--- src/rtl/data_memory_responder_if.sv ---
// Memory-port bundle between the core datapath and the data memory.
// MemFault exists only when DMEM_ALIGN_CHECK_EN is defined.
interface data_memory_responder_if;
    logic        MemReq;
    logic        MemWrite;
    logic [31:0] Addr;
    logic [31:0] WriteData;
    logic [31:0] ReadData;
    logic        MemAck;
    logic        MemBusy;
`ifdef DMEM_ALIGN_CHECK_EN
    logic        MemFault;

    modport master (
        output MemReq, MemWrite, Addr, WriteData,
        input  ReadData, MemAck, MemBusy, MemFault
    );

    modport slave (
        input  MemReq, MemWrite, Addr, WriteData,
        output ReadData, MemAck, MemBusy, MemFault
    );
`else
    modport master (
        output MemReq, MemWrite, Addr, WriteData,
        input  ReadData, MemAck, MemBusy
    );

    modport slave (
        input  MemReq, MemWrite, Addr, WriteData,
        output ReadData, MemAck, MemBusy
    );
`endif
endinterface

--- src/rtl/data_memory_responder.sv ---
// Word-addressed data memory with programmable wait states.
// Optional macro DMEM_ALIGN_CHECK_EN adds misaligned-access faulting.
module data_memory_responder #(
    parameter int DEPTH = 64,
    parameter int WAIT  = 2
) (
    input  logic                     clk,
    input  logic                     Reset,
    data_memory_responder_if.slave   bus
);

    localparam int AW = $clog2(DEPTH);
    localparam logic [3:0] WAIT_CNT = 4'(WAIT);

    localparam logic [1:0] S_IDLE = 2'd0;
    localparam logic [1:0] S_WAIT = 2'd1;
    localparam logic [1:0] S_ACK  = 2'd2;

    logic [1:0]    state_q, state_d;
    logic [3:0]    cnt_q, cnt_d;
    logic [AW-1:0] idx_q, idx_d;
    logic [31:0]   wdata_q, wdata_d;
    logic          write_q, write_d;
    logic          mis_q, mis_d;
    logic [31:0]   rdata_q, rdata_d;
    logic          fault_q, fault_d;

    logic [31:0]   mem_q [DEPTH];

    logic          commit;
    logic [AW-1:0] c_idx;
    logic [31:0]   c_wdata;
    logic          c_write;
    logic          c_mis;
    logic          in_mis;
    logic          mem_we;

`ifdef DMEM_ALIGN_CHECK_EN
    assign in_mis = |bus.Addr[1:0];
    logic unused_addr;
    assign unused_addr = ^bus.Addr[31:AW+2];
`else
    assign in_mis = 1'b0;
    logic unused_addr;
    assign unused_addr = ^{bus.Addr[31:AW+2], bus.Addr[1:0]};
`endif

    // Sequencer: latch request, count wait states, pick commit source
    always_comb begin
        state_d = state_q;
        cnt_d   = cnt_q;
        idx_d   = idx_q;
        wdata_d = wdata_q;
        write_d = write_q;
        mis_d   = mis_q;
        commit  = 1'b0;
        c_idx   = idx_q;
        c_wdata = wdata_q;
        c_write = write_q;
        c_mis   = mis_q;
        case (state_q)
            S_IDLE: begin
                if (bus.MemReq) begin
                    idx_d   = bus.Addr[AW+1:2];
                    wdata_d = bus.WriteData;
                    write_d = bus.MemWrite;
                    mis_d   = in_mis;
                    cnt_d   = WAIT_CNT;
                    // Zero wait states commit straight from the inputs
                    c_idx   = bus.Addr[AW+1:2];
                    c_wdata = bus.WriteData;
                    c_write = bus.MemWrite;
                    c_mis   = in_mis;
                    if (WAIT_CNT != 4'd0) begin
                        state_d = S_WAIT;
                    end else begin
                        state_d = S_ACK;
                        commit  = 1'b1;
                    end
                end
            end
            S_WAIT: begin
                if (cnt_q <= 4'd1) begin
                    state_d = S_ACK;
                    cnt_d   = 4'd0;
                    commit  = 1'b1;
                end else begin
                    cnt_d = cnt_q - 4'd1;
                end
            end
            S_ACK: begin
                state_d = S_IDLE;
            end
            default: begin
                state_d = S_IDLE;
            end
        endcase
    end

    // Commit: store to array, load into ReadData, or fault
    always_comb begin
        rdata_d = rdata_q;
        fault_d = 1'b0;
        mem_we  = 1'b0;
        if (commit) begin
            if (c_mis) begin
                rdata_d = 32'd0;
                fault_d = 1'b1;
            end else if (c_write) begin
                mem_we = 1'b1;
            end else begin
                rdata_d = mem_q[c_idx];
            end
        end
    end

    // Control and data registers, cleared by asynchronous reset
    always_ff @(posedge clk or negedge Reset) begin
        if (!Reset) begin
            state_q <= S_IDLE;
            cnt_q   <= 4'd0;
            idx_q   <= '0;
            wdata_q <= 32'd0;
            write_q <= 1'b0;
            mis_q   <= 1'b0;
            rdata_q <= 32'd0;
            fault_q <= 1'b0;
        end else begin
            state_q <= state_d;
            cnt_q   <= cnt_d;
            idx_q   <= idx_d;
            wdata_q <= wdata_d;
            write_q <= write_d;
            mis_q   <= mis_d;
            rdata_q <= rdata_d;
            fault_q <= fault_d;
        end
    end

    // Storage array keeps its contents across reset
    always_ff @(posedge clk) begin
        if (mem_we) begin
            mem_q[c_idx] <= c_wdata;
        end
    end

    assign bus.ReadData = rdata_q;
    assign bus.MemAck   = (state_q == S_ACK);
    assign bus.MemBusy  = (state_q != S_IDLE);

`ifdef DMEM_ALIGN_CHECK_EN
    assign bus.MemFault = fault_q;
`else
    logic unused_fault;
    assign unused_fault = fault_q;
`endif

endmodule

--- src/flat_wrapper.sv ---
// flat-port wrapper written by rule: the top's interface ports become plain ports
module data_memory_responder_flat 
#(
    parameter int DEPTH = 64,
    parameter int WAIT  = 2
)
  (clk, Reset, bus_MemReq, bus_MemWrite, bus_Addr, bus_WriteData, bus_ReadData, bus_MemAck, bus_MemBusy);
  data_memory_responder_if bus_i ();
  input  logic clk;
  input  logic Reset;
  input wire logic [$bits(bus_i.MemReq)-1:0] bus_MemReq;
  input wire logic [$bits(bus_i.MemWrite)-1:0] bus_MemWrite;
  input wire logic [$bits(bus_i.Addr)-1:0] bus_Addr;
  input wire logic [$bits(bus_i.WriteData)-1:0] bus_WriteData;
  output wire logic [$bits(bus_i.ReadData)-1:0] bus_ReadData;
  output wire logic [$bits(bus_i.MemAck)-1:0] bus_MemAck;
  output wire logic [$bits(bus_i.MemBusy)-1:0] bus_MemBusy;
  assign bus_i.MemReq = bus_MemReq;
  assign bus_i.MemWrite = bus_MemWrite;
  assign bus_i.Addr = bus_Addr;
  assign bus_i.WriteData = bus_WriteData;
  assign bus_ReadData = bus_i.ReadData;
  assign bus_MemAck = bus_i.MemAck;
  assign bus_MemBusy = bus_i.MemBusy;
  data_memory_responder #(.DEPTH(DEPTH), .WAIT(WAIT)) u_core (.clk(clk), .Reset(Reset), .bus(bus_i));
endmodule
--- config.mk ---
export PLATFORM = sky130hd
export DESIGN_NAME = data_memory_responder_flat
export DESIGN_NICKNAME = d
export VERILOG_FILES = /design/src/rtl/data_memory_responder_if.sv /design/src/rtl/data_memory_responder.sv /design/src/flat_wrapper.sv
export SDC_FILE = /design/constraint.sdc
export NUM_CORES = 2
export LEC_CHECK = 0
export ABC_AREA = 1
export BUFFER_PORTS_ARGS = -buffer_cell sky130_fd_sc_hd__buf_2
export CELL_PAD_IN_SITES_DETAIL_PLACEMENT = 0
export CELL_PAD_IN_SITES_GLOBAL_PLACEMENT = 1
export CORE_MARGIN = 5
export CORE_UTILIZATION = 50
export CTS_BUF_LIST = sky130_fd_sc_hd__clkbuf_8
export CTS_CLUSTER_SIZE = 25
export DETAILED_ROUTE_END_ITERATION = 10
export PLACE_DENSITY_LB_ADDON = 0.08
export SLEW_MARGIN = 20
export SYNTH_ARGS = -nofsm -noshare
export SYNTH_HDL_FRONTEND = slang
export SYNTH_SLANG_ARGS = --single-unit
--- constraint.sdc ---
create_clock -name clk -period 6.4 [get_ports clk]
set_input_delay 1.28 -clock clk [delete_from_list [all_inputs] [get_ports clk]]
set_output_delay 1.28 -clock clk [all_outputs]
set_load 0.005 [all_outputs]
== Word level (Yosys, flattened, before mapping) ==
Memory sizes are Yosys's and may differ from the RTL's.
Cells that the tools add are included.

* Add/sub/neg operators: 1
* Magnitude comparators: 1
* Equal/unequal tests: 5
* Mux-type cells: 23
* Reduce and logical (&&, ||, !) cells: 6

{| class="wikitable"
|+ Operators with widths
! cell !! number
|-
| $mux W32 || 4
|-
| $mux W6 || 2
|-
| $mux W1 || 11
|-
| $mux W4 || 2
|-
| $pmux W4 S2 || 1
|-
| $reduce_and A2 Y1 || 3
|-
| $le A4 B1 Y1 const B || 1
|-
| $mux W2 || 2
|-
| $ne A2 B2 Y1 const B || 2
|-
| $pmux W2 S2 || 1
|-
| $reduce_bool A2 Y1 || 2
|-
| $sub A4 B1 Y4 const B || 1
|-
| $eq A2 B1 Y1 const B || 1
|-
| $eq A2 B2 Y1 const B || 1
|-
| $logic_not A2 Y1 || 1
|-
| $ne A2 B1 Y1 const B || 1
|}

* Flip-flop bits (word level): 78
* Memory bits (writable): 2048
* Input port bits: 68
* Output and inout bits: 34
* Logic and storage cells: 44
* Memories: 1

{| class="wikitable"
|+ Memories
! name !! depth !! width !! rd ports !! clocked after Yosys merged registers in !! write ports !! RTL line !! text
|-
| u_core.mem_q || 64 || 32 || 1 || 0 || 1 || data_memory_responder.sv:28 || <nowiki>logic [31:0] mem_q [DEPTH];</nowiki>
|}

== Longest topological paths before layout ==
* Depth in word-level cells: 7
* Gate-level depth with buffers: 18
* Mapped depth without buffers: 15

== Least setup slack after synthesis ==
Ideal clock, no wire load.

* Path type: input -> register
* Start: in bus_MemReq
* End: mem u_core.mem_q[12][0], enable pin
* Library setup time: 0.421 ns
* Arrival time: 4.000 ns
* Required time: 5.979 ns
* Slack: 1.979 ns
* Stages on the path: 10
* Buffers on the path: 4
* Path through: buf_2 -> nand2_8 -> buf_6 -> nand2_1 -> nand2_1 -> nor2_1 -> buf_4 -> buf_2 -> nand3_1 -> nor2_1

* Word-level cells in the longest chain between the ends: 7
* Elaborated cells on any way between the ends: 11
* Those cells by class: mux: 11

{| class="wikitable"
|+ Ends and longest elaborated chain
! item !! RTL line !! text
|-
| from (decl) || flat_wrapper.sv:11 || <nowiki>input wire logic [$bits(bus_i.MemReq)-1:0] bus_MemReq;</nowiki>
|-
| $mux W1 || data_memory_responder.sv:63 || <nowiki>if (bus.MemReq) begin</nowiki>
|-
| $mux W1 || data_memory_responder.sv:61 || <nowiki>case (state_q)</nowiki>
|-
| $mux W1 || data_memory_responder.sv:109 || <nowiki>end else if (c_write) begin</nowiki>
|-
| $mux W1 || data_memory_responder.sv:106 || <nowiki>if (c_mis) begin</nowiki>
|-
| $mux W1 || data_memory_responder.sv:105 || <nowiki>if (commit) begin</nowiki>
|-
| $mux W1 || data_memory_responder.sv:142 || <nowiki>if (mem_we) begin</nowiki>
|-
| $mux W1 (not written as such) || data_memory_responder.sv:143 || <nowiki>mem_q[c_idx] <= c_wdata;</nowiki>
|-
| to (decl) || data_memory_responder.sv:28 ||
|}

Several ways; a longest one is shown, not always the timed one.

== Worst setup path after layout ==
* Start: reg u_core.state_q[0]
* End: reg u_core.rdata_q[5], in the netlist u_core.bus.ReadData[5]

* Word-level cells in the longest chain between the ends: 5
* Elaborated cells on any way between the ends: 11
* Those cells by class: eq/ne: 2; mux: 6; reduce/logical: 2; memory: 1

{| class="wikitable"
|+ Ends and longest elaborated chain
! item !! RTL line !! text
|-
| from (decl) || data_memory_responder.sv:19 || <nowiki>logic [1:0] state_q, state_d;</nowiki>
|-
| from (signal assigned) || data_memory_responder.sv:129 || <nowiki>state_q <= state_d;</nowiki>
|-
| $logic_not A2 Y1 || data_memory_responder.sv:61 ||
|-
| $mux W6 || data_memory_responder.sv:61 ||
|-
| $mem_v2 Z64 W32 || n/a ||
|-
| $mux W32 || data_memory_responder.sv:109 ||
|-
| $mux W32 || data_memory_responder.sv:106 ||
|-
| to (signal assigned) || data_memory_responder.sv:135 || <nowiki>rdata_q <= rdata_d;</nowiki>
|-
| to (decl) || data_memory_responder.sv:25 || <nowiki>logic [31:0] rdata_q, rdata_d;</nowiki>
|}

Several ways; a longest one is shown, not always the timed one. The select of a mux whose other input is x is not followed.
A chain may end at the register's enable or synchronous reset.

==> flow_summary.yaml <==
yosys:
  syn_area_per_cell_sq_um: 10.39
  synth_edf_count: 2048
  synth_fa_ha_area_share_pct: 0.02778
  synth_simple_gate_area_share_pct: 22.47
  synth-seq-cells: 2126
  synth_compound_area_share_pct: 0.9166
  ys_types: 35
  postSynthCellCount: 8675
  syn_area_sq_um: 90090
  synth_xor_area_share_pct: 0.009722
  synth_seq_area_share_pct: 70.43
  async_reset_ff_share_pct: 3.669
  ys_warn_count: 0
  ys.flop_type: "edfxtp_1"
  syn-num-nets: 8745
  synthMuxAreaShare_pct: 0
  synth_top_family_by_area: "simple AND/OR/NAND/NOR gates"
placement:
  place_ws_ps: 1325
  dpl_cell_area_sq_um: 94330
  portBuffers: 75
  hpwl_mm: 155.8
  place_congestion: 0.8649
finish:
  layout_common_cells: "nand2_1, edfxtp_1, inv_1, nand3_1, clkbuf_8"
  area_delta_synth_final_pct: 11.84
  drive_gt1_share_pct: 9.412
  final_util_pct: 56.35
  layout_commonest_cell: "nand2_1"
  regArea_sq_um: 63450
  stdcell_area_sq_um: 100800
  multiInputGateArea_sq_um: 21820
  fillers: 15330
  nets: 8995
global_routing:
  grt_pass1_vias: 56600
  gr-usage-all-layers_pct: 29.10
  antenna_found_initial: 17
  grt.overflow.total: 0
  grt_pass1_wl_mm: 394.2
  grt_max_degree: 127
sta:
  tns_ps: 0
  min_period_ps: 4243
  setup_viol: 0
  hold_violations: 0
  final-max-slew-violation-count: 0
  tightest_slew_ps: 1086
  clock.fmax_ghz: 0.2357
  fin_skew_ps: 41.84
  period_share_pct: 66.30
  rsz0062_at_grt: "false"
  maxSlewHeadroom_pct: 27.58
  fin_ws_ps: 2157
detailed_routing:
  viasPerCell: 5.269
  routed_wl_mm: 275.6
  ant_nets: 0
  drtIter0Drc: 6172
  wire_per_inst_um: 23.86
  vias: 60850
  drc_errors: 0
  dr.pass1.iters: 6
worst_setup_path:
  critical_path_class: "reg -> reg"
  cp_cell_sequence: "nor2_8 -> nand2_8 -> nand2_8 -> nand2_4 -> buf_12 -> buf_12 -> nand2_1 -> nand2_1 -> nand2_1 -> nand2_1 -> nand2_1 -> nand2_1 -> nand2_1 -> nand2_1 -> nor2_1 -> nand3_1 -> nand2_1"
  required_ps: 7370
  arrival_ps: 5210
  crit_path_start_kind: "register"
  slowest_delay_ps: 590
  path_delay_family: "simple AND/OR/NAND/NOR gates"
  crit_path_end_kind: "register"
  crit_fanout: 73
  cp_slowest_cell: "nor2_1"
  timing.critical_path.buf_inv: 2
  cpMostUsedCell: "nand2_1"
clock_tree:
  post_cts_buffers: 0
  cts_root_buffer: "clkbuf_8"
  hold_buffers: 0
  ctsResizeCount: 0
  htree_levels: 5
  cts_sinks: 2126
  numCtsBuffers: 369
  path_clk_slew_ps: 60
  clockBufferDepth: 4
  cts_tree: "yes"
  clk-insertion-delay-late_ps: 1070
floorplanning:
  die_h_um: 434.5
  fp.dieArea_sq_um: 188800
  core_region_area_sq_um: 178800
  start_util_pct: 50.38
  core.rowCount: 155
  io_pins: 102
  die_w_um: 434.5
pwr:
  p_leak_uw: 0.04312
  power.density_nw_per_um2: 483.9
  ir_worst_vdd_v: 0.0003947
  p_total_uw: 48760
min_path:
  min_path_type: "in -> async"
outcome:
  outcome: "complete, no violations"
job:
  cap_violations: 0
[logic make-up (layout without fill, tap and decap cells)]
logic type,Yosys count,in the layout
simple gates,5020,5020
buf+inv,1365,1880
compound gates,161,161
other cells,0,4
xor+xnor,1,1
fa+ha+maj,2,2
flops,2126,2126
[cells in the mapped netlist (all sizes together) (5+ instances only)]
cell,count,area share (%)
a21oi,44,0.24
buf,319,1.8
clkbuf,112,0.47
dfrtp,78,2.2
edfxtp,2048,68
inv,933,3.9
nand2,4003,17
nand3,705,3.9
nand3b,91,0.76
nand4,25,0.17
nor2,186,0.80
nor3,5,0.069
o21ai,115,0.65
[per-stage QoR]
stage | instances | hold WS (ps)
3_3_place_gp | 10910 | 462.6
5_1_grt | 11550 | 254.0
4_1_cts | 11550 | 179.7
3_5_place_dp | 10910 | 462.0
2_1_floorplan | 8675 | 472.6
6_report | 11550 | 257.3
[per-layer routing]
metal / vias up / share of wire, % / GRT usage [%] / wire length (um)
li1: 28590 / - / - / -
met1: 29530 / 42 / 39.96 / 115800
met2: 2286 / 46 / 46.06 / 126100
met3: 444 / 7.7 / 5.201 / 21120
met4: 2 / 4.6 / 12.52 / 12610
met5: - / 0.0047 / 0 / 13
[flip-flops by register name (all words and copies together) (netlist names)]
name,count
u_core.bus.ReadData,32
u_core.cnt_q,4
u_core.idx_q,6
u_core.mem_q,2048
u_core.mis_q,1
u_core.state_q,2
u_core.wdata_q,32
u_core.write_q,1
[cell type report]
class | count | area share, %
sequential | 2126 | 62.98
multi-input combinational | 5184 | 21.66
clock buffer | 390 | 5.327
inverter | 934 | 3.482
tap | 2355 | 2.925
timing repair buffer | 310 | 2.598
clock inverter | 246 | 1.027
antenna | 4 | 0.009935
[report_power, final]
| group | internal (uW) | switching, uW | leakage [uW] |
|---|---|---|---|
| clock network | 5660 | 5450 | 0.00380 |
| registers | 18000 | 192 | 0.0195 |
| logic | 4170 | 15300 | 0.0198 |
| total | 27800 | 20900 | 0.0431 |
[worst paths after layout]
| kind | end | slack (ps) | start | cells after the start |
|---|---|---|---|---|
| setup / recovery | u_core.bus.ReadData[5] | 2160 | u_core.state_q[0] | 17 |
| hold / removal | u_core.wdata_q[29] | 260 | Reset | 1 |
| setup reg to reg | u_core.bus.ReadData[5] | 2160 | u_core.state_q[0] | 17 |
| hold reg to reg | u_core.bus.ReadData[5] | 470 | u_core.bus.ReadData[5] | 2 |
| max in group asynchronous | u_core.bus.ReadData[27] | 5010 | Reset | 2 |
| min in group clk | u_core.bus.ReadData[5] | 470 | u_core.bus.ReadData[5] | 2 |
(Power assumes the default switching activity.)
